==> config.mk <==
export PLATFORM = sky130hd
export DESIGN_NAME = axi_ram_slave
export DESIGN_NICKNAME = d
export VERILOG_FILES = /design/src/rtl/axi_ram_slave_pkg.sv /design/src/rtl/axi_ram_slave.sv
export SDC_FILE = /design/constraint.sdc
export NUM_CORES = 1
export LEC_CHECK = 0
export CAP_MARGIN = 20
export CORE_AREA = 2 2 226 228
export CTS_CLUSTER_DIAMETER = 100
export DETAILED_ROUTE_END_ITERATION = 10
export DIE_AREA = 0 0 228 230
export SLEW_MARGIN = 20
export SYNTH_ARGS = -nofsm -noshare
export SYNTH_HDL_FRONTEND = slang
export SYNTH_SLANG_ARGS = --single-unit
==> constraint.sdc <==
create_clock -name clk -period 3.3 [get_ports clk]
set_input_delay 0.66 -clock clk [delete_from_list [all_inputs] [get_ports clk]]
set_output_delay 0.66 -clock clk [all_outputs]
set_load 0.1 [all_outputs]
==> src/rtl/axi_ram_slave_pkg.sv <==
// Shared types and constants for the AXI4 RAM slave front-end.
package axi_ram_slave_pkg;

  localparam int DATA_W    = 64;
  localparam int ADDR_W    = 64;
  localparam int AXI_LEN_W = 8;
  localparam int STRB_W    = DATA_W / 8;

  localparam logic [1:0] AXI_RESP_OKAY   = 2'b00;
  localparam logic [1:0] AXI_RESP_SLVERR = 2'b10;
  localparam logic [1:0] AXI_BURST_INCR  = 2'b01;

  typedef enum logic [1:0] {
    ST_IDLE  = 2'd0,
    ST_RD    = 2'd1,
    ST_WR    = 2'd2,
    ST_WRESP = 2'd3
  } state_t;

  // Expand each byte strobe into a full byte of the RAM bit mask.
  function automatic logic [DATA_W-1:0] strb_to_mask(input logic [STRB_W-1:0] strb);
    logic [DATA_W-1:0] mask;
    mask = '0;
    for (int i = 0; i < STRB_W; i++) begin
      mask[i*8 +: 8] = {8{strb[i]}};
    end
    return mask;
  endfunction

  // The RAM port is 8 bytes wide, so the low address bits are dropped.
  function automatic logic [ADDR_W-1:0] align8(input logic [ADDR_W-1:0] a);
    return {a[ADDR_W-1:3], 3'b000};
  endfunction

endpackage

==> src/rtl/axi_ram_slave.sv <==
// AXI4 slave that serialises INCR bursts into single-beat accesses on one
// shared RAM port. Reads and writes are arbitrated round-robin on ties.
module axi_ram_slave
  import axi_ram_slave_pkg::*;
#(
  parameter int          ID_W = 4,
  parameter logic [63:0] BASE = 64'h0000_0000_8000_0000
) (
  input  logic                 clk,
  input  logic                 rst,
  // write address
  input  logic [ID_W-1:0]      awid,
  input  logic [ADDR_W-1:0]    awaddr,
  input  logic [AXI_LEN_W-1:0] awlen,
  input  logic [1:0]           awburst,
  input  logic                 awvalid,
  output logic                 awready,
  // write data
  input  logic [DATA_W-1:0]    wdata,
  input  logic [STRB_W-1:0]    wstrb,
  input  logic                 wlast,
  input  logic                 wvalid,
  output logic                 wready,
  // write response
  output logic [ID_W-1:0]      bid,
  output logic [1:0]           bresp,
  output logic                 bvalid,
  input  logic                 bready,
  // read address
  input  logic [ID_W-1:0]      arid,
  input  logic [ADDR_W-1:0]    araddr,
  input  logic [AXI_LEN_W-1:0] arlen,
  input  logic [1:0]           arburst,
  input  logic                 arvalid,
  output logic                 arready,
  // read data
  output logic [ID_W-1:0]      rid,
  output logic [DATA_W-1:0]    rdata,
  output logic [1:0]           rresp,
  output logic                 rlast,
  output logic                 rvalid,
  input  logic                 rready,
  // RAM port
  output logic                 mem_read,
  output logic                 mem_write,
  output logic [ADDR_W-1:0]    data_addr,
  output logic [DATA_W-1:0]    write_mask,
  output logic [DATA_W-1:0]    write_data,
  input  logic [DATA_W-1:0]    read_data
);

  state_t                state_q, state_nxt;
  logic                  last_was_wr_q, last_was_wr_nxt;
  logic [ID_W-1:0]       id_q, id_nxt;
  logic [ADDR_W-1:0]     addr_q, addr_nxt;
  logic [AXI_LEN_W-1:0]  len_q, len_nxt;
  logic [AXI_LEN_W-1:0]  beat_q, beat_nxt;
  logic                  rvalid_q, rvalid_nxt;
  logic                  rlast_q, rlast_nxt;
  logic [DATA_W-1:0]     rdata_q, rdata_nxt;
  logic                  bvalid_q, bvalid_nxt;
  logic [1:0]            bresp_q, bresp_nxt;
  logic                  grant_rd;
  logic                  at_last_beat;

  // Burst type is ignored (everything runs as INCR) and BASE is only a label;
  // the RAM subtracts it itself.
  logic unused_inputs;
  assign unused_inputs = ^{awburst, arburst, BASE, awaddr[2:0], araddr[2:0]};

  // Reads win a tie unless the previous transaction was also a read.
  assign grant_rd     = arvalid && (!awvalid || last_was_wr_q);
  assign at_last_beat = (beat_q == len_q);

  assign rid    = id_q;
  assign bid    = id_q;
  assign rvalid = rvalid_q;
  assign rlast  = rlast_q;
  assign rdata  = rdata_q;
  assign rresp  = AXI_RESP_OKAY;
  assign bvalid = bvalid_q;
  assign bresp  = bresp_q;

  // Next-state, burst bookkeeping and RAM strobes for the single FSM.
  always_comb begin
    state_nxt       = state_q;
    last_was_wr_nxt = last_was_wr_q;
    id_nxt          = id_q;
    addr_nxt        = addr_q;
    len_nxt         = len_q;
    beat_nxt        = beat_q;
    rvalid_nxt      = rvalid_q;
    rlast_nxt       = rlast_q;
    rdata_nxt       = rdata_q;
    bvalid_nxt      = bvalid_q;
    bresp_nxt       = bresp_q;
    arready         = 1'b0;
    awready         = 1'b0;
    wready          = 1'b0;
    mem_read        = 1'b0;
    mem_write       = 1'b0;
    data_addr       = '0;
    write_mask      = '0;
    write_data      = '0;

    unique case (state_q)
      ST_IDLE: begin
        arready = arvalid && grant_rd;
        awready = awvalid && !grant_rd;
        if (arready) begin
          id_nxt          = arid;
          addr_nxt        = align8(araddr);
          len_nxt         = arlen;
          beat_nxt        = '0;
          last_was_wr_nxt = 1'b0;
          state_nxt       = ST_RD;
        end else if (awready) begin
          id_nxt          = awid;
          addr_nxt        = align8(awaddr);
          len_nxt         = awlen;
          beat_nxt        = '0;
          last_was_wr_nxt = 1'b1;
          state_nxt       = ST_WR;
        end
      end

      ST_RD: begin
        if (rvalid_q && rready && rlast_q) begin
          rvalid_nxt = 1'b0;
          rlast_nxt  = 1'b0;
          state_nxt  = ST_IDLE;
        end else if (!rvalid_q || (rready && !rlast_q)) begin
          // RAM read is combinational: capture the word in the access cycle.
          mem_read   = 1'b1;
          data_addr  = addr_q;
          rdata_nxt  = read_data;
          rvalid_nxt = 1'b1;
          rlast_nxt  = at_last_beat;
          addr_nxt   = addr_q + 64'd8;
          beat_nxt   = beat_q + 8'd1;
        end
      end

      ST_WR: begin
        wready = 1'b1;
        if (wvalid) begin
          mem_write  = 1'b1;
          data_addr  = addr_q;
          write_mask = strb_to_mask(wstrb);
          write_data = wdata;
          addr_nxt   = addr_q + 64'd8;
          beat_nxt   = beat_q + 8'd1;
          // A wlast/len disagreement ends the burst early with an error;
          // any beats the master still has are left unaccepted.
          if (wlast || at_last_beat) begin
            bvalid_nxt = 1'b1;
            bresp_nxt  = (wlast && at_last_beat) ? AXI_RESP_OKAY : AXI_RESP_SLVERR;
            state_nxt  = ST_WRESP;
          end
        end
      end

      ST_WRESP: begin
        if (bready) begin
          bvalid_nxt = 1'b0;
          bresp_nxt  = AXI_RESP_OKAY;
          state_nxt  = ST_IDLE;
        end
      end

      default: state_nxt = ST_IDLE;
    endcase
  end

  // State and burst registers; reset abandons any burst in flight.
  always_ff @(posedge clk) begin
    if (rst) begin
      state_q       <= ST_IDLE;
      last_was_wr_q <= 1'b1;
      id_q          <= '0;
      addr_q        <= '0;
      len_q         <= '0;
      beat_q        <= '0;
      rvalid_q      <= 1'b0;
      rlast_q       <= 1'b0;
      rdata_q       <= '0;
      bvalid_q      <= 1'b0;
      bresp_q       <= AXI_RESP_OKAY;
    end else begin
      state_q       <= state_nxt;
      last_was_wr_q <= last_was_wr_nxt;
      id_q          <= id_nxt;
      addr_q        <= addr_nxt;
      len_q         <= len_nxt;
      beat_q        <= beat_nxt;
      rvalid_q      <= rvalid_nxt;
      rlast_q       <= rlast_nxt;
      rdata_q       <= rdata_nxt;
      bvalid_q      <= bvalid_nxt;
      bresp_q       <= bresp_nxt;
    end
  end

endmodule

Yosys cells after proc, flatten, opt, wreduce, memory -nomap -nowiden
Index checks and enable logic that the tools add are counted.
{"block": "word_totals", "reg_bits": 156, "inputBits": 300, "output_inout_bits": 276, "word_cells": 103}
{"block": "classes", "n_addsub": 2, "eq_ne": 11, "mux": 53, "n_bitwise": 1, "reduce_logical": 25}
{"cell": "64-bit two-way mux", "count": 12}
{"cell": "64-bit case mux with 3 select lines", "count": 1}
{"cell": "64-bit case mux with 2 select lines", "count": 1}
{"cell": "64-bit by 4-bit adder with 64-bit output, second input constant", "count": 1}
{"cell": "8-bit two-way mux", "count": 7}
{"cell": "8-bit case mux with 3 select lines", "count": 1}
{"cell": "2-bit two-way mux", "count": 9}
{"cell": "1-bit two-way mux", "count": 17}
{"cell": "2-bit != test, second input constant", "count": 6}
{"cell": "5-bit AND reduction", "count": 2}
{"cell": "8-bit by 1-bit adder with 8-bit output, second input constant", "count": 1}
{"cell": "8-bit == test", "count": 1}
{"cell": "4-bit two-way mux", "count": 2}
{"cell": "2-bit case mux with 4 select lines", "count": 1}
{"cell": "1-bit logical AND", "count": 7}
{"cell": "2-bit nonzero test", "count": 3}
{"cell": "2-bit == test, second input constant", "count": 2}
{"cell": "1-bit zero test", "count": 4}
{"cell": "2-bit case mux with 2 select lines", "count": 1}
{"cell": "2-bit AND reduction", "count": 2}
{"cell": "4-bit AND reduction", "count": 1}
{"cell": "1-bit logical OR", "count": 3}
{"cell": "3-bit != test, second input constant", "count": 1}
{"cell": "3-bit AND reduction", "count": 1}
{"cell": "other kinds (5)", "count": 5}

Depth between registers and ports, before layout
{"block": "logic_depth", "ltp_word": 8, "ltp_mapped": 11, "depth_no_buf": 8}

Worst setup path before layout
OpenSTA, ideal clock, no wires.
{"block": "synth_path", "path_type": "reg-to-output", "startpoint": "reg state_q[0]", "endpoint": "out data_addr[10]", "t_arrival_ns": 3.576, "t_required_ns": 2.640, "slack_ns": -0.936, "path_stages_with_launch": 8, "n_path_buf": 2, "path_cell_list": "dfxtp_1 inv_1 ha_1 clkbuf_1 and2_1 o21a_1 clkbuf_1 and2_1"}
{"block": "synth_via", "elab_chain_len": 2, "word_cells_on_any_way": 3, "cone_classes": "eq/ne: 2; mux: 1"}
{"element": "start: declaration", "line": "axi_ram_slave.sv:52", "text": "state_t state_q, state_nxt;"}
{"element": "start signal: assignment", "line": "axi_ram_slave.sv:190", "text": "state_q <= state_nxt;"}
{"element": "2-bit == test or 2-bit by 1-bit == test with 1-bit output (tied branches)", "line": "axi_ram_slave.sv:106", "text": "unique case (state_q)"}
{"element": "64-bit case mux with 2 select lines (*)", "line": "axi_ram_slave.sv:106"}
{"element": "end: declaration", "line": "axi_ram_slave.sv:46", "text": "output logic [ADDR_W-1:0] data_addr,"}
Mark *: on every way between the ends. The rest lies on a longest branch, timed or not.

Final worst setup path
{"block": "layout_path", "startpoint": "reg state_q[0]", "endpoint": "out write_mask[23]"}
{"block": "layout_via", "elab_chain_len": 2}
{"element": "2-bit == test", "line": "axi_ram_slave.sv:106"}
{"element": "64-bit two-way mux", "line": "axi_ram_slave.sv:106"}
{"element": "end: declaration", "line": "axi_ram_slave.sv:47", "text": "output logic [DATA_W-1:0] write_mask,"}
No other way between the ends.

==> out/qor.yml <==
crit_required_ps: 2640
synth_edf_count: 0
syn_to_final_growth_pct: 86.5
numCtsBuffers: 17
ir_drop_mv: 0.448
top_usage_layer: "met2"
dp_cells: 2488
fin_util_pct: 36.3
io_buffers: 559
start_kind: "register"
ff2ff_setup_slack_ps: 670
final_cell_mix: "303 x nand2_1, 287 x clkdlybuf4s50_1, 204 x buf_12"
syn_area_mm2: 0.00972
path_delay_family: "buffers and inverters"
netlist_instances: 1394
clk-insertion-delay-late_ps: 470
use_met1_pct: 22.1
fin_area_mm2: 0.0181
p_total_uw: 16300
post-route-min-period_ps: 3070
clock_path_buffers: 2
r2r_cells: 10
final_common_cell: "nand2_1"
place_area_mm2: 0.0175
ys_ff_latch: 152
drt_iter0_markers: 642
tns_ps: 0
start_util_pct: 19.5
die_w_um: 228
wl_per_cell_um: 18.6
cts_resized: 0
synth_cell_types: 56
drc: 0
cts-root-buf: "clkbuf_16"
overflow: 0
r2r-start: "state_q[0]$_SDFFE_PP0P_"
num_io_pins: 576
finalMaxSlewViolations: 0
worstMarginPinSlew_ps: 655
end_kind: "primary output"
p_per_area_mw_per_mm2: 898
synth_warnings: 0
use_met3_pct: 4.27
row_count: 82
grt_max_degree: 81
ys_async_sr_fraction_pct: 0
die_h_um: 230
synth.avg_cell_area_um2: 6.97
antenna_left: 0
track_usage_pct: 17.5
first_pass_iters: 7
routed_wl_um: 46900
place_congestion: 0.890
grt_pass1_wl_um: 71100
final_layout_size_suffix_gt1_share_pct: 23.9
die_area_mm2: 0.0524
rsz0062_at_grt: "false"
path_buf_inv: 3
status: "finished clean"
max_slew_margin_pct: 56.3
tritoncts: "yes"
finalCritPeriodShare_pct: 92.9
hold_viol_final: 0
clock_sinks: 152
path_cells: "inv_1 -> ha_2 -> buf_4 -> and3_2 -> buf_12"
max_stage_delay_ps: 570
hold_path_class: "reg2reg"
startpoint: "state_q[0]$_SDFFE_PP0P_"
antenna_found_initial: 1
yosysSeqAreaShare_pct: 31.3
cpMaxStageDelayCell: "and3_2"
htreeDepth: 4
core_mm2: 0.0499
via_count: 11684
fin_nets: 2142
fmaxAchievable_mhz: 326
crit_fanout: 33
fin_worst_skew_ps: 12.3
viasPerCell: 4.64
grtUsageMet2_pct: 29.7
r2r-end: "addr_q[22]$_SDFFE_PP0P_"
setup_viol: 0
postCtsSetupRepairBufs: 0
arrival_ps: 2410
n_antenna_cell: 0
cp-endpoint: "write_mask[23]"
grt_pass1_vias: 11619
path_depth: 5
finalNonFillerCells: 2520
clkSlewWorstSetupHoldPaths_ps: 70
cap_violations: 0
postCtsHoldBufs: 0
detailed_place_hpwl_um: 36000
worstSetupPathType: "reg2out"
synthFlopType: "dfxtp_1"
p_leak_uw: 0.00704
## worst min-delay path by stage
stage	from	end	slack [ps]	cells past startpoint
final	rdata[16]$_SDFFE_PP0P_	rdata[16]$_SDFFE_PP0P_	450	2
after global routing	rdata[34]$_SDFFE_PP0P_	rdata[34]$_SDFFE_PP0P_	470	2
after CTS	rdata[34]$_SDFFE_PP0P_	rdata[34]$_SDFFE_PP0P_	460	2
after detailed placement	rdata[34]$_SDFFE_PP0P_	rdata[34]$_SDFFE_PP0P_	450	2
after global placement	rdata[56]$_SDFFE_PP0P_	rdata[56]$_SDFFE_PP0P_	440	2
after floorplan	addr_q[6]$_SDFFE_PP0P_	addr_q[6]$_SDFFE_PP0P_	470	2
## metal layers
layer	vias to the layer above	share of wire, %
met5	-	0.028
met4	2	1.4
met3	43	6.3
met2	446	49
met1	5514	44
li1	5679	-
## sequential cells by signal, indices dropped and copies added, names as in the netlist, 2 cells and up
register,flops
beat_q,8
addr_q,61
len_q,8
state_q,2
rdata,64
bid,4
## Yosys cell counts, types with 2 or more instances
master	count	area, um2
o21ai_0	53	265
xnor2_1	12	105
nor4_1	10	62.6
nand2_1	305	1140
nor3_1	49	245
and4_1	3	26.3
nand3_1	35	175
o22ai_1	10	62.6
a31o_2	3	26.3
nand4b_1	9	78.8
mux2i_1	22	220
or4_1	3	22.5
a22oi_1	21	158
and3_1	84	526
o211ai_1	16	120
nor2b_1	3	18.8
a21o_1	7	52.6
nand4_1	27	169
xor2_1	3	26.3
buf_1	13	48.8
o21a_1	5	37.5
clkbuf_1	102	383
or3_1	3	18.8
a21oi_1	125	626
a211oi_1	12	90.1
nor3b_1	2	15.0
dfxtp_1	152	3040
inv_1	8	30.0
nand2b_1	7	43.8
a22o_1	2	17.5
a31oi_1	25	156
or4_4	2	22.5
buf_4	67	503
a311oi_1	13	114
mux2_2	6	67.6
ha_1	7	87.6
o31ai_1	2	15.0
nor2_1	80	300
and2_1	69	432
## layout make-up
cell class | count | area [um2]
well taps | 672 | 841
clock inverters | 15 | 154
multi-input cells | 1056 | 5850
inverters | 8 | 30.0
repair buffers | 600 | 7770
flip-flops and latches | 152 | 3040
fillers | 5090 | 31700
clock buffers | 17 | 425
## per-stage QoR
stage	setup slack [ps]	hold slack [ps]
2_1_floorplan	-46.9	467
3_3_place_gp	325	443
3_5_place_dp	286	447
4_1_cts	168	458
5_1_grt	119	473
6_report	234	454
## report_power, final
group	switching [uW]	internal, uW	total (uW)	leakage (uW)
clock	961	1010	1970	0.000281
sequential	721	2430	3150	0.00125
combinational	7560	3590	11200	0.00551
total	9250	7020	16300	0.00704
## worst register-to-register path: stages, from the launching register on
cell     delay [ps]
dfxtp_1         360
inv_1           160
ha_1            330
nor3b_1         470
a31oi_1         100
buf_4           190
nand2_2         100
buf_12          220
buf_4           300
nor3_1          100
nor4_1          220
## logic make-up (layout without fill, tap and decap cells)
family          count (synthesis)  after routing  share of synthesized area [%]
fa+ha+maj                       7              7                          0.901
mux                            28             28                           2.96
flops                         152            152                           31.3
xor+xnor                       15             15                           1.35
compound gates                301            301                           18.6
buf+inv                       191            640                           9.98
other cells                     1              6                         0.0386
simple gates                  699            699                           34.8
Note: power is estimated with default switching activity, not from simulation.
